`src/rtl/instr_encoder.sv`:
```
`default_nettype none
`timescale 1ns/1ps
// ============================================================================
// Module   : instr_encoder
// Purpose  : Two-stage RV32I encoder. Symbolic requests come in on a
//            valid/ready stream. 32-bit instruction words go out with an
//            auto-incrementing target address. Illegal requests produce a
//            flagged NOP.
// Revision : 1.0 - initial release
// ============================================================================
module instr_encoder #(
  parameter logic [31:0] BASE_ADDR = 32'h0000_0000
) (
  input  logic        clk,
  input  logic        reset_n,
  input  logic        flush,
  input  logic        in_valid,
  output logic        in_ready,
  input  logic [5:0]  in_op,
  input  logic [4:0]  in_rd,
  input  logic [4:0]  in_rs1,
  input  logic [4:0]  in_rs2,
  input  logic [31:0] in_imm,
  output logic        out_valid,
  input  logic        out_ready,
  output logic [31:0] out_word,
  output logic [31:0] out_addr,
  output logic        out_err,
  output logic [7:0]  err_count
);

  // Operation codes that bound each encoding format.
  localparam logic [5:0] OP_SUB   = 6'd1;
  localparam logic [5:0] OP_SRA   = 6'd7;
  localparam logic [5:0] OP_SLTU  = 6'd9;
  localparam logic [5:0] OP_SLTIU = 6'd15;
  localparam logic [5:0] OP_SRAI  = 6'd18;
  localparam logic [5:0] OP_LHU   = 6'd23;
  localparam logic [5:0] OP_SW    = 6'd26;
  localparam logic [5:0] OP_BGEU  = 6'd32;
  localparam logic [5:0] OP_JAL   = 6'd33;
  localparam logic [5:0] OP_JALR  = 6'd34;
  localparam logic [5:0] OP_LUI   = 6'd35;
  localparam logic [5:0] OP_AUIPC = 6'd36;

  // Major opcodes.
  localparam logic [6:0] OPC_REG    = 7'b0110011;
  localparam logic [6:0] OPC_IMM    = 7'b0010011;
  localparam logic [6:0] OPC_LOAD   = 7'b0000011;
  localparam logic [6:0] OPC_STORE  = 7'b0100011;
  localparam logic [6:0] OPC_BRANCH = 7'b1100011;
  localparam logic [6:0] OPC_JAL    = 7'b1101111;
  localparam logic [6:0] OPC_JALR   = 7'b1100111;
  localparam logic [6:0] OPC_LUI    = 7'b0110111;
  localparam logic [6:0] OPC_AUIPC  = 7'b0010111;

  localparam logic [31:0] NOP_WORD  = 32'h0000_0013;

  // Stage 1 holds the request. Only imm[20:0] is needed once legality is known.
  logic        s1_valid_q, s1_valid_d;
  logic        s1_err_q;
  logic [5:0]  s1_op_q;
  logic [4:0]  s1_rd_q, s1_rs1_q, s1_rs2_q;
  logic [20:0] s1_imm_q;

  // Stage 2 drives the outputs.
  logic        out_valid_q;
  logic [31:0] out_word_q;
  logic        out_err_q;
  logic [31:0] out_addr_q;
  logic [7:0]  err_count_q;

  logic s2_load, s1_move, accept, out_xfer;
  logic fits12, fits13, fits21, shamt_ok, upper_ok, in_legal;
  logic [2:0]  funct3;
  logic [6:0]  funct7;
  logic [31:0] raw_word, enc_word;

  assign s2_load  = !out_valid_q | out_ready;
  assign s1_move  = s1_valid_q & s2_load;
  assign in_ready = !s1_valid_q | s2_load;
  assign accept   = in_valid & in_ready & !flush;
  assign out_xfer = out_valid_q & out_ready & !flush;

  assign out_valid = out_valid_q;
  assign out_word  = out_word_q;
  assign out_err   = out_err_q;
  assign out_addr  = out_addr_q;
  assign err_count = err_count_q;

  // The immediate ranges reduce to checks that the upper bits are a pure
  // sign extension. Branch and JAL offsets must also be even.
  assign fits12   = (in_imm[31:11] == '0) || (in_imm[31:11] == '1);
  assign fits13   = ((in_imm[31:12] == '0) || (in_imm[31:12] == '1)) && !in_imm[0];
  assign fits21   = ((in_imm[31:20] == '0) || (in_imm[31:20] == '1)) && !in_imm[0];
  assign shamt_ok = (in_imm[31:5] == '0);
  assign upper_ok = (in_imm[31:20] == '0);

  // Legality of the incoming request, judged by its format.
  always_comb begin
    in_legal = 1'b0;
    if (in_op <= OP_SLTU)       in_legal = 1'b1;
    else if (in_op <= OP_SLTIU) in_legal = fits12;
    else if (in_op <= OP_SRAI)  in_legal = shamt_ok;
    else if (in_op <= OP_SW)    in_legal = fits12;
    else if (in_op <= OP_BGEU)  in_legal = fits13;
    else if (in_op == OP_JAL)   in_legal = fits21;
    else if (in_op == OP_JALR)  in_legal = fits12;
    else if (in_op <= OP_AUIPC) in_legal = upper_ok;
  end

  // Stage 1 next-valid: flush empties it, otherwise fill or hand off.
  always_comb begin
    s1_valid_d = s1_valid_q;
    if (flush)        s1_valid_d = 1'b0;
    else if (accept)  s1_valid_d = 1'b1;
    else if (s1_move) s1_valid_d = 1'b0;
  end

  // Stage 1 register: capture the request and its legality on acceptance.
  always_ff @(posedge clk or negedge reset_n) begin
    if (!reset_n) begin
      s1_valid_q <= 1'b0;
      s1_err_q   <= 1'b0;
      s1_op_q    <= '0;
      s1_rd_q    <= '0;
      s1_rs1_q   <= '0;
      s1_rs2_q   <= '0;
      s1_imm_q   <= '0;
    end else begin
      s1_valid_q <= s1_valid_d;
      if (accept) begin
        s1_err_q <= !in_legal;
        s1_op_q  <= in_op;
        s1_rd_q  <= in_rd;
        s1_rs1_q <= in_rs1;
        s1_rs2_q <= in_rs2;
        s1_imm_q <= in_imm[20:0];
      end
    end
  end

  // funct3/funct7 lookup for the held operation.
  always_comb begin
    funct3 = 3'b000;
    case (s1_op_q)
      6'd2, 6'd11, 6'd32:                      funct3 = 3'b111;
      6'd3, 6'd12, 6'd31:                      funct3 = 3'b110;
      6'd4, 6'd13, 6'd22, 6'd29:               funct3 = 3'b100;
      6'd5, 6'd16, 6'd20, 6'd25, 6'd28:        funct3 = 3'b001;
      6'd6, 6'd7, 6'd17, 6'd18, 6'd23, 6'd30:  funct3 = 3'b101;
      6'd8, 6'd14, 6'd21, 6'd26:               funct3 = 3'b010;
      6'd9, 6'd15:                             funct3 = 3'b011;
      default:                                 funct3 = 3'b000;
    endcase
    funct7 = ((s1_op_q == OP_SUB) || (s1_op_q == OP_SRA) || (s1_op_q == OP_SRAI))
             ? 7'b0100000 : 7'b0000000;
  end

  // Assemble the word in the format implied by the operation.
  always_comb begin
    raw_word = NOP_WORD;
    if (s1_op_q <= OP_SLTU)
      raw_word = {funct7, s1_rs2_q, s1_rs1_q, funct3, s1_rd_q, OPC_REG};
    else if (s1_op_q <= OP_SLTIU)
      raw_word = {s1_imm_q[11:0], s1_rs1_q, funct3, s1_rd_q, OPC_IMM};
    else if (s1_op_q <= OP_SRAI)
      raw_word = {funct7, s1_imm_q[4:0], s1_rs1_q, funct3, s1_rd_q, OPC_IMM};
    else if (s1_op_q <= OP_LHU)
      raw_word = {s1_imm_q[11:0], s1_rs1_q, funct3, s1_rd_q, OPC_LOAD};
    else if (s1_op_q <= OP_SW)
      raw_word = {s1_imm_q[11:5], s1_rs2_q, s1_rs1_q, funct3, s1_imm_q[4:0], OPC_STORE};
    else if (s1_op_q <= OP_BGEU)
      raw_word = {s1_imm_q[12], s1_imm_q[10:5], s1_rs2_q, s1_rs1_q, funct3,
                  s1_imm_q[4:1], s1_imm_q[11], OPC_BRANCH};
    else if (s1_op_q == OP_JAL)
      raw_word = {s1_imm_q[20], s1_imm_q[10:1], s1_imm_q[11], s1_imm_q[19:12],
                  s1_rd_q, OPC_JAL};
    else if (s1_op_q == OP_JALR)
      raw_word = {s1_imm_q[11:0], s1_rs1_q, 3'b000, s1_rd_q, OPC_JALR};
    else if (s1_op_q == OP_LUI)
      raw_word = {s1_imm_q[19:0], s1_rd_q, OPC_LUI};
    else if (s1_op_q == OP_AUIPC)
      raw_word = {s1_imm_q[19:0], s1_rd_q, OPC_AUIPC};
    enc_word = s1_err_q ? NOP_WORD : raw_word;
  end

  // Stage 2 register: output word, address counter and saturating error count.
  always_ff @(posedge clk or negedge reset_n) begin
    if (!reset_n) begin
      out_valid_q <= 1'b0;
      out_word_q  <= '0;
      out_err_q   <= 1'b0;
      out_addr_q  <= BASE_ADDR;
      err_count_q <= '0;
    end else if (flush) begin
      out_valid_q <= 1'b0;
      out_addr_q  <= BASE_ADDR;
    end else begin
      if (s2_load) begin
        out_valid_q <= s1_valid_q;
        if (s1_valid_q) begin
          out_word_q <= enc_word;
          out_err_q  <= s1_err_q;
        end
      end
      if (out_xfer) begin
        out_addr_q <= out_addr_q + 32'd4;
        if (out_err_q && (err_count_q != 8'hFF))
          err_count_q <= err_count_q + 8'd1;
      end
    end
  end

endmodule
`default_nettype wire

```
`config.mk`:
```
export PLATFORM = sky130hd
export DESIGN_NAME = instr_encoder
export DESIGN_NICKNAME = d
export VERILOG_FILES = /design/src/rtl/instr_encoder.sv
export SDC_FILE = /design/constraint.sdc
export NUM_CORES = 1
export LEC_CHECK = 0
export BUFFER_PORTS_ARGS = -buffer_cell sky130_fd_sc_hd__buf_2
export CAP_MARGIN = 30
export CORE_ASPECT_RATIO = 0.5
export CORE_MARGIN = 3
export CORE_UTILIZATION = 55
export CTS_CLUSTER_SIZE = 14
export DETAILED_ROUTE_END_ITERATION = 7
export PLACE_DENSITY_LB_ADDON = 0.3
export SYNTH_ARGS = -nofsm -noshare
export SYNTH_HDL_FRONTEND = slang
export SYNTH_SLANG_ARGS = --single-unit
```
`constraint.sdc`:
```
create_clock -name clk -period 2.5 [get_ports clk]
set_input_delay 0.5 -clock clk [delete_from_list [all_inputs] [get_ports clk]]
set_output_delay 0.5 -clock clk [all_outputs]
set_load 0.1 [all_outputs]
```
# [Word-level counts from Yosys, hierarchy flattened]
# Memory sizes are Yosys's and may differ from the RTL's.
# Index checks and enable logic that the tools add are counted.
[totals] latchBits=0 romBits=192 in_bits=58 register_bits=118 elab_cells=97 n_memories=1 ramBits=0
[classes] bitwise_logic=8 n_reduce_logical=22 div=0 order_cmp=12 mux=27 shift=0 eq_ne=13 multipliers=0 n_addsub=2
[mem_list] name="(name not given)" words=64 width=3 read_ports=1 rd_clocked_by_memory_dff=0 write_ports=0 line="146" text="case (s1_op_q)"
[op_table] cell="two-way mux 32 bit" n=13
[op_table] cell="== test 6 bit, second input constant" n=6
[op_table] cell="adder 32 x 3 -> 32 bit, second input constant" n=1
[op_table] cell="less-or-equal comparator 6 x 5 -> 1 bit, second input constant" n=5
[op_table] cell="logical NOT 27 bit" n=1
[op_table] cell="less-or-equal comparator 6 x 4 -> 1 bit, second input constant" n=4
[op_table] cell="== test 21 bit, second input constant" n=1
[op_table] cell="logical NOT 21 bit" n=1
[op_table] cell="== test 20 bit, second input constant" n=1
[op_table] cell="logical NOT 20 bit" n=1
[op_table] cell="less-or-equal comparator 6 bit, second input constant" n=3
[op_table] cell="two-way mux 1 bit" n=13
[op_table] cell="== test 12 bit, second input constant" n=1
[op_table] cell="logical NOT 12 bit" n=1
[op_table] cell="adder 8 x 1 -> 8 bit, second input constant" n=1
[op_table] cell="!= test 8 bit, second input constant" n=1
[op_table] cell="== test 6 x 1 -> 1 bit, second input constant" n=1
[op_table] cell="== test 6 x 3 -> 1 bit, second input constant" n=1
[op_table] cell="== test 6 x 5 -> 1 bit, second input constant" n=1
[op_table] cell="two-way mux 6 bit" n=1
[op_table] cell="AND reduction 3 bit" n=2
[op_table] cell="AND 1 bit" n=5
[op_table] cell="logical NOT 1 bit" n=5
[op_table] cell="logical OR 1 bit" n=5
[op_table] cell="other kinds (5)" n=9

# [Logic depth before layout (Yosys ltp)]
[logic_depth] ltp_word=12 ltp_mapped=9 ltp_nobuf=8

# [Worst setup path before layout]
# OpenSTA, ideal clock, no wires.
[synth_timing] path_kind="register to register" from="register out_valid_q (netlist: out_valid)" to="register s1_imm_q[0]" stages_incl_launch_ff=6 setup_time_ns=0.125 arrival_ns=3.281 slack_ns=-0.905 path_cell_list="dfrtp_1 > nand3b_1 > nand3b_1 > buf_2 > buf_2 > mux2_2"
[synth_between] elab_chain_cells=5
[synth_lines] item="from (decl)" line="67" text="logic out_valid_q;"
[synth_lines] item="from (signal assigned)" line="201" text="out_valid_q <= s1_valid_q;"
[synth_lines] item="logical NOT 1 bit" line="79" text="assign s2_load = !out_valid_q | out_ready;"
[synth_lines] item="OR 1 bit" line="79"
[synth_lines] item="OR 1 bit" line="81" text="assign in_ready = !s1_valid_q | s2_load;"
[synth_lines] item="via in_ready" line="18" text="output logic in_ready,"
[synth_lines] item="AND 1 bit (2 in series)" line="82" text="assign accept = in_valid & in_ready & !flush;"
[synth_lines] item="to (signal assigned)" line="138" text="s1_imm_q <= in_imm[20:0];"
[synth_lines] item="to (decl)" line="64" text="logic [20:0] s1_imm_q;"
# The timed path passes the listed nets, and every way through them passes these cells.
# A chain may end at the register's enable or synchronous reset.

# [Worst setup path in the final report]
[layout_timing] from="register s1_op_q[1]" to="register out_word_q[11] (netlist: out_word[11])"
[layout_between] elab_chain_cells=12
[layout_lines] item="from (decl)" line="62" text="logic [5:0] s1_op_q;"
[layout_lines] item="from (signal assigned)" line="134" text="s1_op_q <= in_op;"
[layout_lines] item="== test 6 bit" line="183" text="else if (s1_op_q == OP_AUIPC)"
[layout_lines] item="two-way mux 32 bit" line="183"
[layout_lines] item="two-way mux 32 bit" line="181" text="else if (s1_op_q == OP_LUI)"
[layout_lines] item="two-way mux 32 bit" line="179" text="else if (s1_op_q == OP_JALR)"
[layout_lines] item="two-way mux 32 bit" line="176" text="else if (s1_op_q == OP_JAL)"
[layout_lines] item="two-way mux 32 bit" line="173" text="else if (s1_op_q <= OP_BGEU)"
[layout_lines] item="two-way mux 32 bit" line="171" text="else if (s1_op_q <= OP_SW)"
[layout_lines] item="two-way mux 32 bit" line="169" text="else if (s1_op_q <= OP_LHU)"
[layout_lines] item="two-way mux 32 bit" line="167" text="else if (s1_op_q <= OP_SRAI)"
[layout_lines] item="two-way mux 32 bit" line="165" text="else if (s1_op_q <= OP_SLTIU)"
[layout_lines] item="two-way mux 32 bit (*)" line="163" text="if (s1_op_q <= OP_SLTU)"
[layout_lines] item="two-way mux 32 bit (*)" line="185" text="enc_word = s1_err_q ? NOP_WORD : raw_word;"
[layout_lines] item="to (signal assigned)" line="203" text="out_word_q <= enc_word;"
[layout_lines] item="to (decl)" line="68" text="logic [31:0] out_word_q;"
# Mark *: on every way between the ends. The rest lies on a longest branch, timed or not.

==> flow_metrics.env <==
export IMPL_place_worst_setup_slack_ps=165.8
export IMPL_h_tree_depth=4
export IMPL_cts_sinks=115
export IMPL_worst_endpoint_required_ps=2780
export IMPL_max_stage_delay_ps=530
export IMPL_maxCapViolCount=0
export IMPL_hold_ws_ps=44.76
export IMPL_critical_path_most_common_cell="sky130_fd_sc_hd__inv_1"
export IMPL_clock_tree_root_cell="sky130_fd_sc_hd__clkbuf_16"
export IMPL_drt_pre_antenna_iters=5
export IMPL_first_global_vias=5229
export IMPL_floorplan_initialDensity=0.5764
export IMPL_yosys_area_share_adder=0.02085
export IMPL_synth_yosys_seq_area_share=0.4796
export IMPL_number_of_cells_on_the_critical_path=9
export IMPL_std_cell_rows=26
export IMPL_critical_path_cell_chain="inv_1 > ha_1 > mux2i_1 > nor4b_4 > buf_4 > o21ai_2 > a21oi_2 > a222oi_1 > inv_1"
export IMPL_synth_seq_cells=115
export IMPL_area_growth_syn_to_fin_pct=26.29
export IMPL_avgSynthCellArea_um2=10.12
export IMPL_hold_violations=0
export IMPL_endpoint_kind="register"
export IMPL_power_density_mw_per_mm2=933.7
export IMPL_syn_area_mm2=0.006001
export IMPL_gr_usage_all_layers=0.2664
export IMPL_run_status="complete, no violations"
export IMPL_ff2ff_setup_slack_ps=210
export IMPL_port_buffer_count=130
export IMPL_postRouteAntennaNets=0
export IMPL_final_net_count=794
export IMPL_final_critical_path_setup_slack_ps=209.4
export IMPL_drt_wl_total_um=16050
export IMPL_die_width_um=153.7
export IMPL_leakagePower_nw=3.529
export IMPL_critPathKind="register to register"
export IMPL_reg2reg_from="s1_op_q[1]"
export IMPL_die_height_um=79.86
export IMPL_share_of_the_synthesized_area_in_compound_gates_ao_oa_aoi_oai=0.1482
export IMPL_synth_top_family_by_area="simple AND/OR/NAND/NOR gates"
export IMPL_finalClockSkew_ps=9.694
export IMPL_number_of_cell_instances_on_the_worst_register_to_register_path=9
export IMPL_fraction_of_layout_instances_using_a_drive_strength_above_1=0.3261
export IMPL_die_area_mm2=0.01228
export IMPL_final_cells=879
export IMPL_synth_ff_type="sky130_fd_sc_hd__dfrtp_1"
export IMPL_post_drt_wl_per_cell_um=18.26
export IMPL_setup_violations_final=0
export IMPL_cts_tree="yes"
export IMPL_most_instantiated_cells_after_synthesis="sky130_fd_sc_hd__dfrtp_1, sky130_fd_sc_hd__nor2_1, sky130_fd_sc_hd__nand2_1, sky130_fd_sc_hd__mux2_2, sky130_fd_sc_hd__a21oi_1"
export IMPL_worstPathArrival_ps=2570
export IMPL_max_slew_margin=0.6028
export IMPL_synth_most_common_cell="sky130_fd_sc_hd__dfrtp_1"
export IMPL_cts_repair_timing_setup_buffer_count=0
export IMPL_critical_path_top_delay_family="compound AO/OA/AOI/OAI gates"
export IMPL_yosys_area_top_type_share=0.4796
export IMPL_worst_setup_path_startpoint="s1_op_q[1]"
export IMPL_syn_inst=593
export IMPL_final_worst_path_cycle_share=0.9162
export IMPL_worstSetupEndpoint="out_word[11]"
export IMPL_antenna_cells_inserted=0
export IMPL_cp_start_kind="register"
export IMPL_tns_ps=0
export IMPL_async_flop_share=1.000
export IMPL_timing_worst_slew_pin_value_ps=595.7
export IMPL_clockBufferDepth=2
export IMPL_dr_total_vias=5254
export IMPL_clkSlewWorstSetupHoldPaths_ps=60
export IMPL_synth_warning_count=0
export IMPL_ir_drop_mv=0.4683
export IMPL_fmax_mhz=436.6
export IMPL_cts_buffers=17
export IMPL_regToRegEndpoint="out_word[11]"
export IMPL_synth_top_cells_by_area="sky130_fd_sc_hd__dfrtp_1, sky130_fd_sc_hd__mux2_2, sky130_fd_sc_hd__nor2_1, sky130_fd_sc_hd__nand2_1, sky130_fd_sc_hd__xnor2_1"
export IMPL_period_minus_slack_ps=2291
export IMPL_critPathBufInv=3
export IMPL_final_max_slew_violation_count=0
export IMPL_globalRouteOverflowTotal=0
export IMPL_dr_first_iter_drc_count=544
export IMPL_grt_max_degree=50
export IMPL_fp_coreArea_mm2=0.01041
export IMPL_gp_congestion=0.9448
export IMPL_synth_edf_count=0
export IMPL_synth_simple_gate_area_frac=0.1720
export IMPL_number_of_antenna_violations_at_the_first_check_in_global_routing=0
export IMPL_drc=0
export IMPL_worstSkewPairLatency_ps=410
export IMPL_fillCellCount=797
export IMPL_cts_resized=0
export IMPL_rsz0062_at_grt="false"
export IMPL_min_path_type="input port to async pin"
export IMPL_io_pins=133
export IMPL_global_route_wire_length_before_repair_um=26060
export IMPL_post_dp_hpwl_um=11530
export IMPL_cpMaxStageDelayCell="sky130_fd_sc_hd__dfrtp_1"
export IMPL_netlist_cell_type_count=69
export IMPL_synth_xor_area_frac=0.05108
export IMPL_yosysTopAreaCell="sky130_fd_sc_hd__dfrtp_1"
export IMPL_cts_hold_buf=0
export IMPL_crit_path_max_fanout=11
export IMPL_synth_area_mux_share=0.08778
export IMPL_post_place_cells=847
export IMPL_route_detailed_vias_per_inst=5.977
-- placed cells by master, fill, tap and decap left out, types with 4 or more instances in the layout --
master,instances
sky130_fd_sc_hd__buf_4,15
sky130_fd_sc_hd__o22ai_1,5
sky130_fd_sc_hd__mux2_2,28
sky130_fd_sc_hd__bufinv_16,6
sky130_fd_sc_hd__xor2_1,14
sky130_fd_sc_hd__nand4_1,16
sky130_fd_sc_hd__xnor2_1,21
sky130_fd_sc_hd__clkbuf_16,17
sky130_fd_sc_hd__o31ai_1,7
sky130_fd_sc_hd__a32o_1,4
sky130_fd_sc_hd__o21ai_1,23
sky130_fd_sc_hd__nor3_1,16
sky130_fd_sc_hd__nor2_1,57
sky130_fd_sc_hd__buf_2,129
sky130_fd_sc_hd__o21ai_0,17
sky130_fd_sc_hd__a21oi_1,28
sky130_fd_sc_hd__nand2b_1,4
sky130_fd_sc_hd__nand3_1,15
sky130_fd_sc_hd__a22oi_1,11
sky130_fd_sc_hd__dfrtp_1,113
sky130_fd_sc_hd__nor3b_1,4
sky130_fd_sc_hd__nand2_1,51
sky130_fd_sc_hd__a222oi_1,5
sky130_fd_sc_hd__nor4_1,7
sky130_fd_sc_hd__inv_1,18
sky130_fd_sc_hd__ha_1,10
sky130_fd_sc_hd__mux2_4,15
-- layout make-up --
type | instances | area [um^2] | area share
clock buffers | 20 | 456.7 | 0.06026
clock inverters | 12 | 225.2 | 0.02972
inverters | 19 | 71.32 | 0.009411
multi-input cells | 426 | 2949 | 0.3891
flip-flops and latches | 115 | 2883 | 0.3804
well taps | 140 | 175.2 | 0.02311
repair buffers | 147 | 818.3 | 0.1080
-- cell families after synthesis --
group / Yosys count
DFF: 115
other: 1
xor gates and xnor gates: 35
adders and majority gates: 10
AOI/OAI and AO/OA: 133
muxes: 46
buffers and inverters: 53
and+or+nand+nor: 200
-- power breakdown --
group	internal (W)	switching, W	leakage (nW)
Sequential	0.00209	0.000247	1.48
Clock	0.00193	0.000868	0.335
Combinational	0.000497	0.00144	1.72
Total	0.00452	0.00256	3.53
-- through the flow --
step | total power [W] | cell area [um^2] | utilization
finish | 0.007076 | 7579 | 0.7280
global placement | 0.004254 | 6890 | 0.6619
detailed placement | 0.004288 | 6890 | 0.6619
CTS | 0.007091 | 7572 | 0.7274
global route | 0.007317 | 7579 | 0.7280
floorplan | 0.003813 | 6090 | -
-- state kept, by name, indices dropped and copies added (netlist names) --
name / flops
out_word: 31
out_addr: 30
s1_imm_q: 21
err_count: 8
s1_op_q: 6
s1_rd_q: 5
s1_rs1_q: 5
s1_rs2_q: 5
out_err: 1
out_valid: 1
s1_err_q: 1
s1_valid_q: 1
-- layer usage --
| metal | vias to the layer above | share of wire | track usage |
|---|---|---|---|
| met1 | 2589 | 0.42 | 0.3401 |
| met2 | 233 | 0.49 | 0.4607 |
| li1 | 2405 | - | - |
| met4 | 0 | 0.013 | 0.09780 |
| met5 | - | 0 | 0 |
| met3 | 27 | 0.077 | 0.04819 |
-- worst min path at each step --
stage,depth (start not counted),endpoint,slack [ps],from
floorplan,0,err_count[0],200,reset_n
global placement,2,out_word[27],460,out_word[27]
detailed placement,2,out_word[27],460,out_word[27]
CTS,1,s1_rs1_q[1],40,reset_n
global route,1,s1_rs1_q[1],60,reset_n
finish,1,s1_rs1_q[1],40,reset_n
Power figures use the tool's default switching activity.
